===== src/rtl/nic_fifo.sv =====
// nic_fifo: mesh NIC with DEPTH-entry FIFOs in both directions.
// Sits between a four_stage_processor and its mesh router PE port.
//
// Ports:
//   clk, reset    - single clock, synchronous active-high reset
//   addr          - CPU register select
//                     0: rx head (read pops)
//                     1: rx status (read clears rx overflow)
//                     2: tx push (write)
//                     3: tx status (read clears tx overflow)
//   d_in, d_out   - CPU write / read data; reads are combinational
//   nicEn         - CPU access enable
//   nicEnWR       - 1 = write, 0 = read
//   net_si, net_di       - registered send strobe and packet to router
//   net_ri               - router ready to take a packet
//   net_so, net_do       - send strobe and packet from router
//   net_ro               - NIC can accept a packet from router
//   net_polarity         - router's current VC polarity
//
// Status word layout: [0] nonempty (rx) / full (tx), [1] overflow,
// [15:8] occupancy count. All other bits read 0.

module nic_fifo #(
   parameter int PACKET_WIDTH = 64,
   parameter int DEPTH        = 4
) (
   input  logic                    clk,
   input  logic                    reset,
   input  logic [1:0]              addr,
   input  logic [PACKET_WIDTH-1:0] d_in,
   output logic [PACKET_WIDTH-1:0] d_out,
   input  logic                    nicEn,
   input  logic                    nicEnWR,
   output logic                    net_si,
   input  logic                    net_ri,
   output logic [PACKET_WIDTH-1:0] net_di,
   input  logic                    net_so,
   output logic                    net_ro,
   input  logic [PACKET_WIDTH-1:0] net_do,
   input  logic                    net_polarity
);

   localparam int AW = $clog2(DEPTH);
   localparam int CW = AW + 1;
   localparam logic [CW-1:0] FULL_CNT = CW'(DEPTH);

   localparam logic [1:0] ADDR_RX_DATA = 2'd0;
   localparam logic [1:0] ADDR_RX_STAT = 2'd1;
   localparam logic [1:0] ADDR_TX_DATA = 2'd2;
   localparam logic [1:0] ADDR_TX_STAT = 2'd3;

   // ------------------------------------------------------------------
   // State
   // ------------------------------------------------------------------
   logic [PACKET_WIDTH-1:0] rx_mem_q [DEPTH];
   logic [PACKET_WIDTH-1:0] rx_mem_d [DEPTH];
   logic [PACKET_WIDTH-1:0] tx_mem_q [DEPTH];
   logic [PACKET_WIDTH-1:0] tx_mem_d [DEPTH];

   logic [AW-1:0] rx_wr_ptr_q, rx_wr_ptr_d;
   logic [AW-1:0] rx_rd_ptr_q, rx_rd_ptr_d;
   logic [CW-1:0] rx_cnt_q,    rx_cnt_d;
   logic [AW-1:0] tx_wr_ptr_q, tx_wr_ptr_d;
   logic [AW-1:0] tx_rd_ptr_q, tx_rd_ptr_d;
   logic [CW-1:0] tx_cnt_q,    tx_cnt_d;

   logic rx_ovf_q, rx_ovf_d;
   logic tx_ovf_q, tx_ovf_d;

   logic                    net_si_q, net_si_d;
   logic [PACKET_WIDTH-1:0] net_di_q, net_di_d;

   // ------------------------------------------------------------------
   // Decode
   // ------------------------------------------------------------------
   logic cpu_rd, cpu_wr;
   logic rx_nonempty, tx_nonempty, tx_full;
   logic rx_push, rx_pop, rx_drop;
   logic tx_push, tx_pop, tx_drop;
   logic [PACKET_WIDTH-1:0] rx_head, tx_head;

   assign cpu_rd = nicEn && !nicEnWR;
   assign cpu_wr = nicEn && nicEnWR;

   assign rx_nonempty = (rx_cnt_q != '0);
   assign tx_nonempty = (tx_cnt_q != '0);
   assign tx_full     = (tx_cnt_q == FULL_CNT);

   assign rx_head = rx_mem_q[rx_rd_ptr_q];
   assign tx_head = tx_mem_q[tx_rd_ptr_q];

   // net_ro depends only on the registered count, so a same-cycle CPU pop
   // of a full rx FIFO does not open the slot for the router until the
   // next cycle; this keeps push/pop on a full FIFO from ever colliding.
   assign net_ro  = !reset && (rx_cnt_q < FULL_CNT);
   assign rx_push = net_so && net_ro;
   assign rx_drop = net_so && !net_ro;
   assign rx_pop  = cpu_rd && (addr == ADDR_RX_DATA) && rx_nonempty;

   assign tx_push = cpu_wr && (addr == ADDR_TX_DATA) && !tx_full;
   assign tx_drop = cpu_wr && (addr == ADDR_TX_DATA) && tx_full;
   // Head-of-line blocking: only the head is eligible, so a VC mismatch
   // stalls the whole queue until the router polarity flips.
   assign tx_pop  = tx_nonempty && net_ri && (tx_head[PACKET_WIDTH-1] == net_polarity);

   // ------------------------------------------------------------------
   // Receive FIFO next state
   // ------------------------------------------------------------------
   always_comb begin
      rx_mem_d    = rx_mem_q;
      rx_wr_ptr_d = rx_wr_ptr_q;
      rx_rd_ptr_d = rx_rd_ptr_q;
      if (rx_push) begin
         rx_mem_d[rx_wr_ptr_q] = net_do;
         rx_wr_ptr_d           = rx_wr_ptr_q + AW'(1);
      end
      if (rx_pop) begin
         rx_rd_ptr_d = rx_rd_ptr_q + AW'(1);
      end
      rx_cnt_d = rx_cnt_q + CW'(rx_push) - CW'(rx_pop);
   end

   // ------------------------------------------------------------------
   // Transmit FIFO next state
   // ------------------------------------------------------------------
   always_comb begin
      tx_mem_d    = tx_mem_q;
      tx_wr_ptr_d = tx_wr_ptr_q;
      tx_rd_ptr_d = tx_rd_ptr_q;
      if (tx_push) begin
         tx_mem_d[tx_wr_ptr_q] = d_in;
         tx_wr_ptr_d           = tx_wr_ptr_q + AW'(1);
      end
      if (tx_pop) begin
         tx_rd_ptr_d = tx_rd_ptr_q + AW'(1);
      end
      tx_cnt_d = tx_cnt_q + CW'(tx_push) - CW'(tx_pop);
   end

   // ------------------------------------------------------------------
   // Router send register: net_di holds the last packet between sends
   // ------------------------------------------------------------------
   always_comb begin
      net_si_d = tx_pop;
      net_di_d = net_di_q;
      if (tx_pop) begin
         net_di_d = tx_head;
      end
   end

   // ------------------------------------------------------------------
   // Sticky overflow flags: a status read clears, a new drop in the same
   // cycle takes priority so no overflow event is ever lost.
   // ------------------------------------------------------------------
   always_comb begin
      rx_ovf_d = rx_ovf_q;
      if (cpu_rd && (addr == ADDR_RX_STAT)) begin
         rx_ovf_d = 1'b0;
      end
      if (rx_drop) begin
         rx_ovf_d = 1'b1;
      end

      tx_ovf_d = tx_ovf_q;
      if (cpu_rd && (addr == ADDR_TX_STAT)) begin
         tx_ovf_d = 1'b0;
      end
      if (tx_drop) begin
         tx_ovf_d = 1'b1;
      end
   end

   // ------------------------------------------------------------------
   // CPU read mux
   // ------------------------------------------------------------------
   always_comb begin
      d_out = '0;
      if (cpu_rd) begin
         case (addr)
            ADDR_RX_DATA: begin
               if (rx_nonempty) begin
                  d_out = rx_head;
               end
            end
            ADDR_RX_STAT: begin
               d_out[0]    = rx_nonempty;
               d_out[1]    = rx_ovf_q;
               d_out[15:8] = 8'(rx_cnt_q);
            end
            ADDR_TX_STAT: begin
               d_out[0]    = tx_full;
               d_out[1]    = tx_ovf_q;
               d_out[15:8] = 8'(tx_cnt_q);
            end
            default: begin
               d_out = '0;
            end
         endcase
      end
   end

   // ------------------------------------------------------------------
   // Registers
   // ------------------------------------------------------------------
   // Storage needs no reset: pointers and counts define what is valid.
   always_ff @(posedge clk) begin
      rx_mem_q <= rx_mem_d;
      tx_mem_q <= tx_mem_d;
   end

   always_ff @(posedge clk) begin
      if (reset) begin
         rx_wr_ptr_q <= '0;
         rx_rd_ptr_q <= '0;
         rx_cnt_q    <= '0;
         tx_wr_ptr_q <= '0;
         tx_rd_ptr_q <= '0;
         tx_cnt_q    <= '0;
         rx_ovf_q    <= 1'b0;
         tx_ovf_q    <= 1'b0;
         net_si_q    <= 1'b0;
         net_di_q    <= '0;
      end else begin
         rx_wr_ptr_q <= rx_wr_ptr_d;
         rx_rd_ptr_q <= rx_rd_ptr_d;
         rx_cnt_q    <= rx_cnt_d;
         tx_wr_ptr_q <= tx_wr_ptr_d;
         tx_rd_ptr_q <= tx_rd_ptr_d;
         tx_cnt_q    <= tx_cnt_d;
         rx_ovf_q    <= rx_ovf_d;
         tx_ovf_q    <= tx_ovf_d;
         net_si_q    <= net_si_d;
         net_di_q    <= net_di_d;
      end
   end

   assign net_si = net_si_q;
   assign net_di = net_di_q;

endmodule


===== config.mk =====
export PLATFORM = sky130hd
export DESIGN_NAME = nic_fifo
export DESIGN_NICKNAME = d
export VERILOG_FILES = /design/src/rtl/nic_fifo.sv
export SDC_FILE = /design/constraint.sdc
export NUM_CORES = 1
export LEC_CHECK = 0
export ABC_CLOCK_PERIOD_IN_PS = 5400
export CAP_MARGIN = 25
export CORE_MARGIN = 5
export CORE_UTILIZATION = 55
export DETAILED_ROUTE_END_ITERATION = 6
export PLACE_DENSITY = 0.79
export SLEW_MARGIN = 40
export SYNTH_ARGS = -nofsm -noshare
export SYNTH_HDL_FRONTEND = slang
export SYNTH_SLANG_ARGS = --single-unit

===== constraint.sdc =====
create_clock -name clk -period 5.4 [get_ports clk]
set_clock_uncertainty 0.15 [all_clocks]
set_input_delay 0.54 -clock clk [delete_from_list [all_inputs] [get_ports clk]]
set_output_delay 0.54 -clock clk [all_outputs]
set_load 0.01 [all_outputs]

==> results of run 1 <==
==> state kept, by name, indices dropped and copies added, names as in the netlist <==
register     flops
net_di          64
tx_rd_ptr_q      2
rx_mem_q       256
tx_cnt_q         3
rx_cnt_q         3
tx_wr_ptr_q      2
tx_mem_q       256
rx_rd_ptr_q      2
tx_ovf_q         1
net_si           1
rx_ovf_q         1
rx_wr_ptr_q      2
==> cells by family after synthesis <==
group,after synthesis
muxes,133
buffers and inverters,86
xor gates and xnor gates,10
adders and majority gates,14
DFF,593
and+or+nand+nor,170
AOI/OAI and AO/OA,146
==> worst max-delay path: stages (launching register included) <==
cell and delay [ps]:
dfxtp_4 510, buf_12 270, buf_4 350, mux4_2 550, nor2b_1 150, clkdlybuf4s50_1 530
==> power breakdown <==
group	leakage, nW	switching [mW]	internal [mW]
clock	0.848	1.61	2.09
combinational	2.38	0.580	0.523
sequential	5.29	0.109	5.16
total	8.52	2.30	7.77
==> through the flow <==
step / setup slack [ps] / hold slack, ps / utilization (%)
after CTS: 1450 / 324 / 68.7
after detailed placement: 1600 / 315 / 64.3
final: 1720 / 323 / 68.8
after global placement: 1670 / 312 / 63.9
after global routing: 1500 / 351 / 68.8
after floorplan: 1890 / 298 / -
==> layout by cell type (no fill, tap or decap), drive strengths merged, types with 2 or more instances in the layout <==
master,n
edfxtp,512
clkdlybuf4s50,265
mux4,128
dfxtp,81
clkbuf,79
o21ai,67
a21oi,67
nand3,65
nor2b,63
buf,28
clkinv,20
nor2,19
inv,15
ha,12
xnor2,6
nand2,5
and2,5
and3,5
mux2,4
a22oi,4
xor2,4
nor3,3
diode,2
or3,2
fa,2
bufinv,2
clkinvlp,2
o31ai,2
==> worst min-delay path by stage <==
stage                       startpoint                       to  slack (ps)  depth (start not counted)
2_1_floorplan    tx_ovf_q$_SDFFE_PP0P_    tx_ovf_q$_SDFFE_PP0P_         300                          2
3_3_place_gp   net_di[33]$_SDFFE_PP0P_  net_di[33]$_SDFFE_PP0P_         310                          2
3_5_place_dp   net_di[57]$_SDFFE_PP0P_  net_di[57]$_SDFFE_PP0P_         320                          2
4_1_cts        net_di[57]$_SDFFE_PP0P_  net_di[57]$_SDFFE_PP0P_         320                          2
5_1_grt        net_di[57]$_SDFFE_PP0P_  net_di[57]$_SDFFE_PP0P_         350                          2
6_report       net_di[57]$_SDFFE_PP0P_  net_di[57]$_SDFFE_PP0P_         320                          2
==> cell type report <==
cell class	count	area, um2	share of cell area (%)
repair buffers	293	2990	10.9
diodes	2	5.00	0.0182
well taps	525	657	2.39
inverters	13	48.8	0.178
clock inverters	26	204	0.743
clock buffers	79	1540	5.61
flip-flops and latches	593	17000	62.0
multi-input cells	473	4990	18.2
==> routing by layer <==
layer	track usage [%]	vias to the layer above	share of wire, %
li1	-	5166	-
met1	30.2	6047	39
met2	36.0	543	50
met3	4.77	82	8.3
met4	5.79	8	2.2
met5	0	-	0.11
==> metrics.txt, run 1 <==
outcome=completed; clock sinks=593; Total Wirelength=48,700 um; Num CTS Buffers=56; end of the critical path=d_out[15]; most common cell in the synthesized netlist=edfxtp_1; Max FO, Critical Path=27; FFs w/ async S/R, synth=0%; synth cell count leaders=512 x edfxtp_1, 128 x mux4_2, 81 x dfxtp_1, 67 x a21oi_1, 67 x o21ai_0; Slew headroom=44.5%; max-cap viol count=0; period utilization=68.1%; #FFs+latches synth=593; fin. max-slew vios=0; mux contribution to synthesized area=13.2%; max frequency=272 MHz; sequential share of the synthesized area=76.3%; Layout Nets=1,581; Port-buffer cells=266; post_cts resized=0; largest area contributor in the netlist=edfxtp_1; H-tree levels=2; maximum vdd ir drop=309 uV; Leak=8.52 nW; Least-Margin Pin Slew=833 ps; DP Area=25,700 um2; routed len/inst=24.3 um; Clock Latency Late Sink=590 ps; die width=211 um; Syn Area/Cell=19.3 um2; Finished Layout Cells=2,004; largest family of logic cells by synthesized area=multiplexers; initial core utilization=55.8%; die area=44,600 um2; share of cells above drive strength 1=17.3%; WP data required=4710 ps; Total GRT Usage=21.9%; Vias=11.8k; Vias per Instance=5.91; RSZ-0062 raised after global routing=false; Setup Fix Bufs, Post-CTS=0; post-route design area=27,400 um2; Worst EP arrival=2990 ps; post-route ant nets=0; Syn. warnings=0; CP startpoint=rx_rd_ptr_q[0]$_SDFFE_PP0P_; Power Density=367 nW/um2; violation count after the first detailed-route iteration=960; vias in the first global route=12.3k; share of the synthesized area in the top cell type=69.0%; number of synthesized flops with an enable pin=512; Reg2Reg Depth=10; Final setup viols=0; DPL Wire Length=28,900 um; Filler Cell Count=2,438; gr ovfl total=0; Post-CTS Hold Fix Bufs=0; Power Total=10.1 mW; Inst Count DP=1,896; Compound-Gate Fraction of Synth Area=3.44%; crit path capture type=output port; core outline area=39,900 um2; Worst R2R Start=tx_rd_ptr_q[0]$_SDFFE_PP0P_; Synth Area in Adders=0.854%; Clock Tree Root=clkbuf_16; minimum clock period=3680 ps; crit start category=flop; GP Congestion=0.761; area added between synthesis and finish=23.2%; syn_nets=1,303; setup TNS=0 ps; Reg clk slew, reported paths=60 ps; die extent in y=211 um; DR DRC count=0; simple-gate share of the synthesized area=4.14%; DR pass1 iterations=5; clk buf depth=3; flop-to-flop setup slack=2160 ps; Final Hold Fails=0; worst hold path class=reg -> reg; Post-Synth XOR/XNOR Area=0.511%; endpoint of the lowest-slack register-to-register path=tx_cnt_q[2]$_SDFF_PP0_; largest net degree at the start of global routing=83; row cnt=73; Post-Synthesis Cells=1,152; initial antenna violation count=6; first-pass GRT wire length=74,400 um; I/O Pins=267; Synth Cell Area=22,300 um2; synth top area cells=edfxtp_1 69%, mux4_2 13%, dfxtp_1 7.3%; CTS tree=done; Crit Path Category=reg -> out; Synth Flop Type=edfxtp_1; Netlist cell types=37
No activity file was read; power rests on OpenSTA's default activity.
==> run 2: changes to the inputs <==
--- a/config.mk
+++ b/config.mk
@@ -5,7 +5,7 @@
 export SDC_FILE = /design/constraint.sdc
 export NUM_CORES = 1
 export LEC_CHECK = 0
-export ABC_CLOCK_PERIOD_IN_PS = 5400
+export ABC_CLOCK_PERIOD_IN_PS = 3600
 export CAP_MARGIN = 25
 export CORE_MARGIN = 5
 export CORE_UTILIZATION = 55
==> constraint.sdc (replaced) <==
create_clock -name clk -period 3.6 [get_ports clk]
set_clock_uncertainty 0.15 [all_clocks]
set_input_delay 0.36 -clock clk [delete_from_list [all_inputs] [get_ports clk]]
set_output_delay 0.36 -clock clk [all_outputs]
set_load 0.01 [all_outputs]
==> metrics.txt, run 2 (synthesis results as in run 1) <==
row cnt=73 (unchanged); minimum clock period=3300 ps; Port-buffer cells=266 (unchanged); Total Wirelength=47,200 um (-3.0%); RSZ-0062 raised after global routing=false; Setup Fix Bufs, Post-CTS=0 (unchanged); end of the critical path=d_out[14]; flop-to-flop setup slack=820 ps (-1340 ps); Reg2Reg Depth=10 (unchanged); initial core utilization=55.8% (unchanged); WP data required=3090 ps (-1620 ps); post_cts resized=0 (unchanged); Max FO, Critical Path=24 (-11%); Clock Tree Root=clkbuf_16; Layout Nets=1,587 (+0.38%); Total GRT Usage=21.2% (-0.67 points); clk buf depth=3 (unchanged); most common cell after layout, fill and taps aside=edfxtp_1; hold_sp=d_in[12]; CTS tree=done; Worst R2R Start=tx_mem_q[63]$_DFFE_PP_; violation count after the first detailed-route iteration=870 (-9.4%); DPL Wire Length=28,300 um (-2.1%); outcome=completed; DP Area=25,700 um2 (about the same); max frequency=303 MHz; crit path capture type=output port; core outline area=39,900 um2 (unchanged); Vias=11.8k (-0.52%); crit-path max cell delay=660 ps (+110 ps); share of cells above drive strength 1=17.9% (+0.59 points); Clock Latency Late Sink=600 ps (about the same); Final setup viols=0 (unchanged); crit start category=flop; period utilization=91.5%; Crit-path slowest cell=dfxtp_4; clock sinks=593 (unchanged); CP startpoint=rx_rd_ptr_q[0]$_SDFFE_PP0P_; Crit Path Category=reg -> out; vias in the first global route=12.3k (+0.057%); Post-CTS Hold Fix Bufs=1 (+1); die width=211 um (unchanged); max-cap viol count=0 (unchanged); Worst EP arrival=2790 ps (-200 ps); Slew headroom=49.1% (+4.6 points); GP Congestion=0.764 (+0.34%); worst hold path class=in -> reg; maximum vdd ir drop=409 uV (+32%); critical-path cell list=buf_12 > mux4_2 > nor2b_1 > clkdlybuf4s50_1; Least-Margin Pin Slew=764 ps (-69.4 ps); Hold WS=235 ps (-87.8 ps); post-route design area=27,500 um2 (+0.31%); die area=44,600 um2 (unchanged); endpoint of the lowest-slack register-to-register path=tx_cnt_q[2]$_SDFF_PP0_; CP top delay family=buffers and inverters; I/O Pins=267 (unchanged); commonest cells after routing, fill and taps aside=512 x edfxtp_1, 265 x clkdlybuf4s50_1, 128 x mux4_2, 77 x dfxtp_1; Reg clk slew, reported paths=60 ps (about the same); area added between synthesis and finish=23.5%; post-route ant nets=0 (unchanged); Buf/Inv on CP=2 (-1); Critical Path Stages=4 (-1); H-tree levels=2 (unchanged); Power Density=557 nW/um2 (+52%); fin. max-slew vios=0 (unchanged); die extent in y=211 um (unchanged); Num CTS Buffers=56 (unchanged); Vias per Instance=5.87 (-0.77%); first-pass GRT wire length=72,100 um (-3.0%); largest net degree at the start of global routing=80 (-3.6%); initial antenna violation count=11 (+5); DR pass1 iterations=5 (unchanged); Final Hold Fails=0 (unchanged); setup TNS=0 ps (unchanged); DR DRC count=0 (unchanged); Leak=8.59 nW (+0.84%); routed len/inst=23.5 um (-3.2%); gr ovfl total=0 (unchanged)
==> run 2: cell count changes in the layout (fill, tap and decap cells not counted), moves of 2 or more <==
cell	before	now
and3_2	2	4
and3_4	2	0
buf_12	9	7
buf_4	16	22
bufinv_16	2	6
clkbuf_1	19	11
clkinv_2	9	13
clkinv_4	2	0
diode_2	2	5
==> run 2: worst min-delay path by stage <==
stage | cells past startpoint | endpoint | slack (ps)
global placement | 2 | net_di[14]$_SDFFE_PP0P_ | 310
global route | 1 | rx_mem_q[14]$_DFFE_PP_ | 220
finish | 1 | tx_mem_q[76]$_DFFE_PP_ | 240
detailed placement | 2 | net_di[34]$_SDFFE_PP0P_ | 320
floorplan | 2 | tx_ovf_q$_SDFFE_PP0P_ | 300
CTS | 1 | rx_mem_q[78]$_DFFE_PP_ | 200
==> run 2: area by class of cell <==
cell class	instances	area, um2
diodes	5	12.5
fillers	2516	12400
clock inverters	31	324
well taps	525	657
multi-input cells	473	4980
inverters	13	48.8
clock buffers	70	1480
repair buffers	299	3020
flip-flops and latches	593	17000
==> run 2: worst reg2reg max path: cells and delay by family (launching register included) <==
kind                     cells  cell delay, ps
XOR/XNOR                     3             480
adder cells (fa/ha/maj)      3             870
buffers and inverters        1              40
flip-flops                   1             350
multiplexers                 1             600
AND/OR/NAND/NOR              2             130
==> run 2: report_power, final <==
group / internal [mW] / switching, mW / leakage (nW)
registers: 7.74 / 0.135 / 5.29
clock network: 3.35 / 2.40 / 0.891
logic: 0.812 / 0.907 / 2.41
==> run 2: metrics by stage <==
step	total power [mW]	setup WS, ps	utilization, %	cells
after floorplan	8.94	269	-	1152
after global placement	9.69	578	64.3	1901
after detailed placement	9.73	528	64.3	1901
after CTS	15.5	207	68.9	2003
after global routing	15.9	125	69.0	2008
final	15.3	305	69.0	2009
==> run 2: layer usage <==
metal	vias up	track usage [%]	wire (um)
met2	459	34.3	23700
li1	5169	-	-
met4	12	7.36	1210
met5	-	0	73
met3	83	5.73	3960
met1	6061	28.3	18300
==> run 3: changes to the inputs <==
--- a/config.mk
+++ b/config.mk
@@ -11,7 +11,7 @@
 export CORE_UTILIZATION = 55
 export DETAILED_ROUTE_END_ITERATION = 6
 export PLACE_DENSITY = 0.79
-export SLEW_MARGIN = 40
+export SLEW_MARGIN = 10
 export SYNTH_ARGS = -nofsm -noshare
 export SYNTH_HDL_FRONTEND = slang
 export SYNTH_SLANG_ARGS = --single-unit
==> metrics.txt, run 3 (synthesis results as in run 1) <==
outcome=completed; CTS tree=done; Crit-path slowest cell=dfxtp_4; clock sinks=593 (unchanged); die area=44,600 um2 (unchanged); critical-path cell list=buf_4 > mux4_2 > nor2b_1 > clkdlybuf4s50_1; maximum vdd ir drop=444 uV (+8.8%); hold_sp=net_do[15]; Multi-input gate area=4980 um2 (unchanged); clk buf depth=3 (unchanged); WP data required=3090 ps (about the same); Crit Path Category=reg -> out; flop-to-flop setup slack=810 ps (about the same); most common cell after layout, fill and taps aside=edfxtp_1; endpoint of the lowest-slack register-to-register path=tx_cnt_q[2]$_SDFF_PP0_; minimum clock period=3320 ps (+29.8 ps); Leak=8.60 nW (about the same); share of cells above drive strength 1=17.9% (-0.024 points); vias in the first global route=12.4k (+0.76%); area added between synthesis and finish=23.7%; row cnt=73 (unchanged); Slew headroom=33.5% (-16 points); Final setup viols=0 (unchanged); setup TNS=0 ps (unchanged); Clock Latency Late Sink=620 ps (+20 ps); Filler Cell Count=2,473 (-1.7%); max frequency=301 MHz (-0.90%); crit start category=flop; Layout Utilization=69.1% (+0.10 points); DPL Wire Length=28,300 um (about the same); core outline area=39,900 um2 (unchanged); Buf/Inv on CP=2 (unchanged); hold path depth=1 (unchanged); period utilization=92.4% (+0.83 points); I/O Pins=267 (unchanged); max-cap viol count=0 (unchanged); Least-Margin Pin Slew=997 ps (+233 ps); Clock Tree Root=clkbuf_16; Sequential Area=17,000 um2 (unchanged); Port-buffer cells=266 (unchanged); Power Density=561 nW/um2 (+0.75%); Total GRT Usage=21.7% (+0.47 points); Max FO, Critical Path=24 (unchanged); violation count after the first detailed-route iteration=1,004 (+15%); gr ovfl total=0 (unchanged); DR pass1 iterations=7 (+2); largest net degree at the start of global routing=80 (unchanged); Final Hold Fails=0 (unchanged); Vias per Instance=5.86 (about the same); crit-path max cell delay=670 ps (about the same); worst hold path class=in -> reg; crit path capture type=output port; die extent in y=211 um (unchanged); Worst R2R Start=tx_mem_q[63]$_DFFE_PP_; initial antenna violation count=9 (-2); Setup Fix Bufs, Post-CTS=0 (unchanged); GP Congestion=0.764 (unchanged); first-pass GRT wire length=73,600 um (+2.0%); H-tree levels=2 (unchanged); fin. max-slew vios=0 (unchanged); RSZ-0062 raised after global routing=false; Post-CTS Hold Fix Bufs=1 (unchanged); initial core utilization=55.8% (unchanged); Total Wirelength=48,200 um (+2.0%); Worst EP arrival=2810 ps (+20 ps); Vias=11.8k (+0.017%); commonest cells after routing, fill and taps aside=512 x edfxtp_1, 265 x clkdlybuf4s50_1, 128 x mux4_2, 77 x dfxtp_1; Layout Nets=1,586 (-0.063%); DR DRC count=0 (unchanged); post-route ant nets=0 (unchanged); Hold Path Sink=rx_mem_q[143]$_DFFE_PP_; Reg2Reg Depth=10 (unchanged); post_cts resized=0 (unchanged); die width=211 um (unchanged); Reg clk slew, reported paths=60 ps (about the same); routed len/inst=24.0 um (+1.9%); CP top delay family=buffers and inverters; Num CTS Buffers=56 (unchanged)
==> run 3: worst max-delay path by stage <==
stage | start | to | slack (ps) | cells after the start
2_1_floorplan | addr[0] | tx_mem_q[0]$_DFFE_PP_ | 270 | 4
3_3_place_gp | nicEnWR | tx_cnt_q[2]$_SDFF_PP0_ | 580 | 11
3_5_place_dp | nicEn | d_out[13] | 530 | 6
4_1_cts | rx_rd_ptr_q[0]$_SDFFE_PP0P_ | d_out[59] | 170 | 4
5_1_grt | rx_rd_ptr_q[0]$_SDFFE_PP0P_ | d_out[59] | 110 | 4
6_report | rx_rd_ptr_q[0]$_SDFFE_PP0P_ | d_out[23] | 280 | 4
==> run 3: metal layers <==
| metal | routed length (um) | global-route usage (%) | vias to the layer above |
|---|---|---|---|
| li1 | - | - | 5181 |
| met3 | 4360 | 5.78 | 83 |
| met5 | 62 | 0 | - |
| met2 | 24100 | 35.5 | 511 |
| met1 | 18500 | 28.8 | 6001 |
| met4 | 1200 | 7.02 | 10 |
==> run 3: area by class of cell <==
cell class                      instances  share of cell area, %
Clock buffer                           80                   5.78
Clock inverter                         24                   1.03
Multi-Input combinational cell        473                   18.0
Antenna cell                            5                 0.0454
Timing Repair Buffer                  298                   10.8
Inverter                               13                  0.177
Tap cell                              525                   2.38
Sequential cell                       593                   61.7
==> run 3: power breakdown <==
| part | internal [mW] | switching [mW] |
|---|---|---|
| Combinational | 0.805 | 0.901 |
| Clock | 3.45 | 2.45 |
| Sequential | 7.74 | 0.139 |
==> run 3: stage by stage <==
| step | worst slack [ps] | power, mW | cells | hold WS (ps) | instance area [um2] |
|---|---|---|---|---|---|
| detailed placement | 528 | 9.73 | 1901 | 319 | 25700 |
| finish | 275 | 15.5 | 2011 | 227 | 27600 |
| floorplan | 269 | 8.94 | 1152 | 298 | 22300 |
| global placement | 578 | 9.69 | 1901 | 312 | 25700 |
| global route | 107 | 16.1 | 2009 | 204 | 27600 |
| CTS | 171 | 15.6 | 2006 | 189 | 27600 |
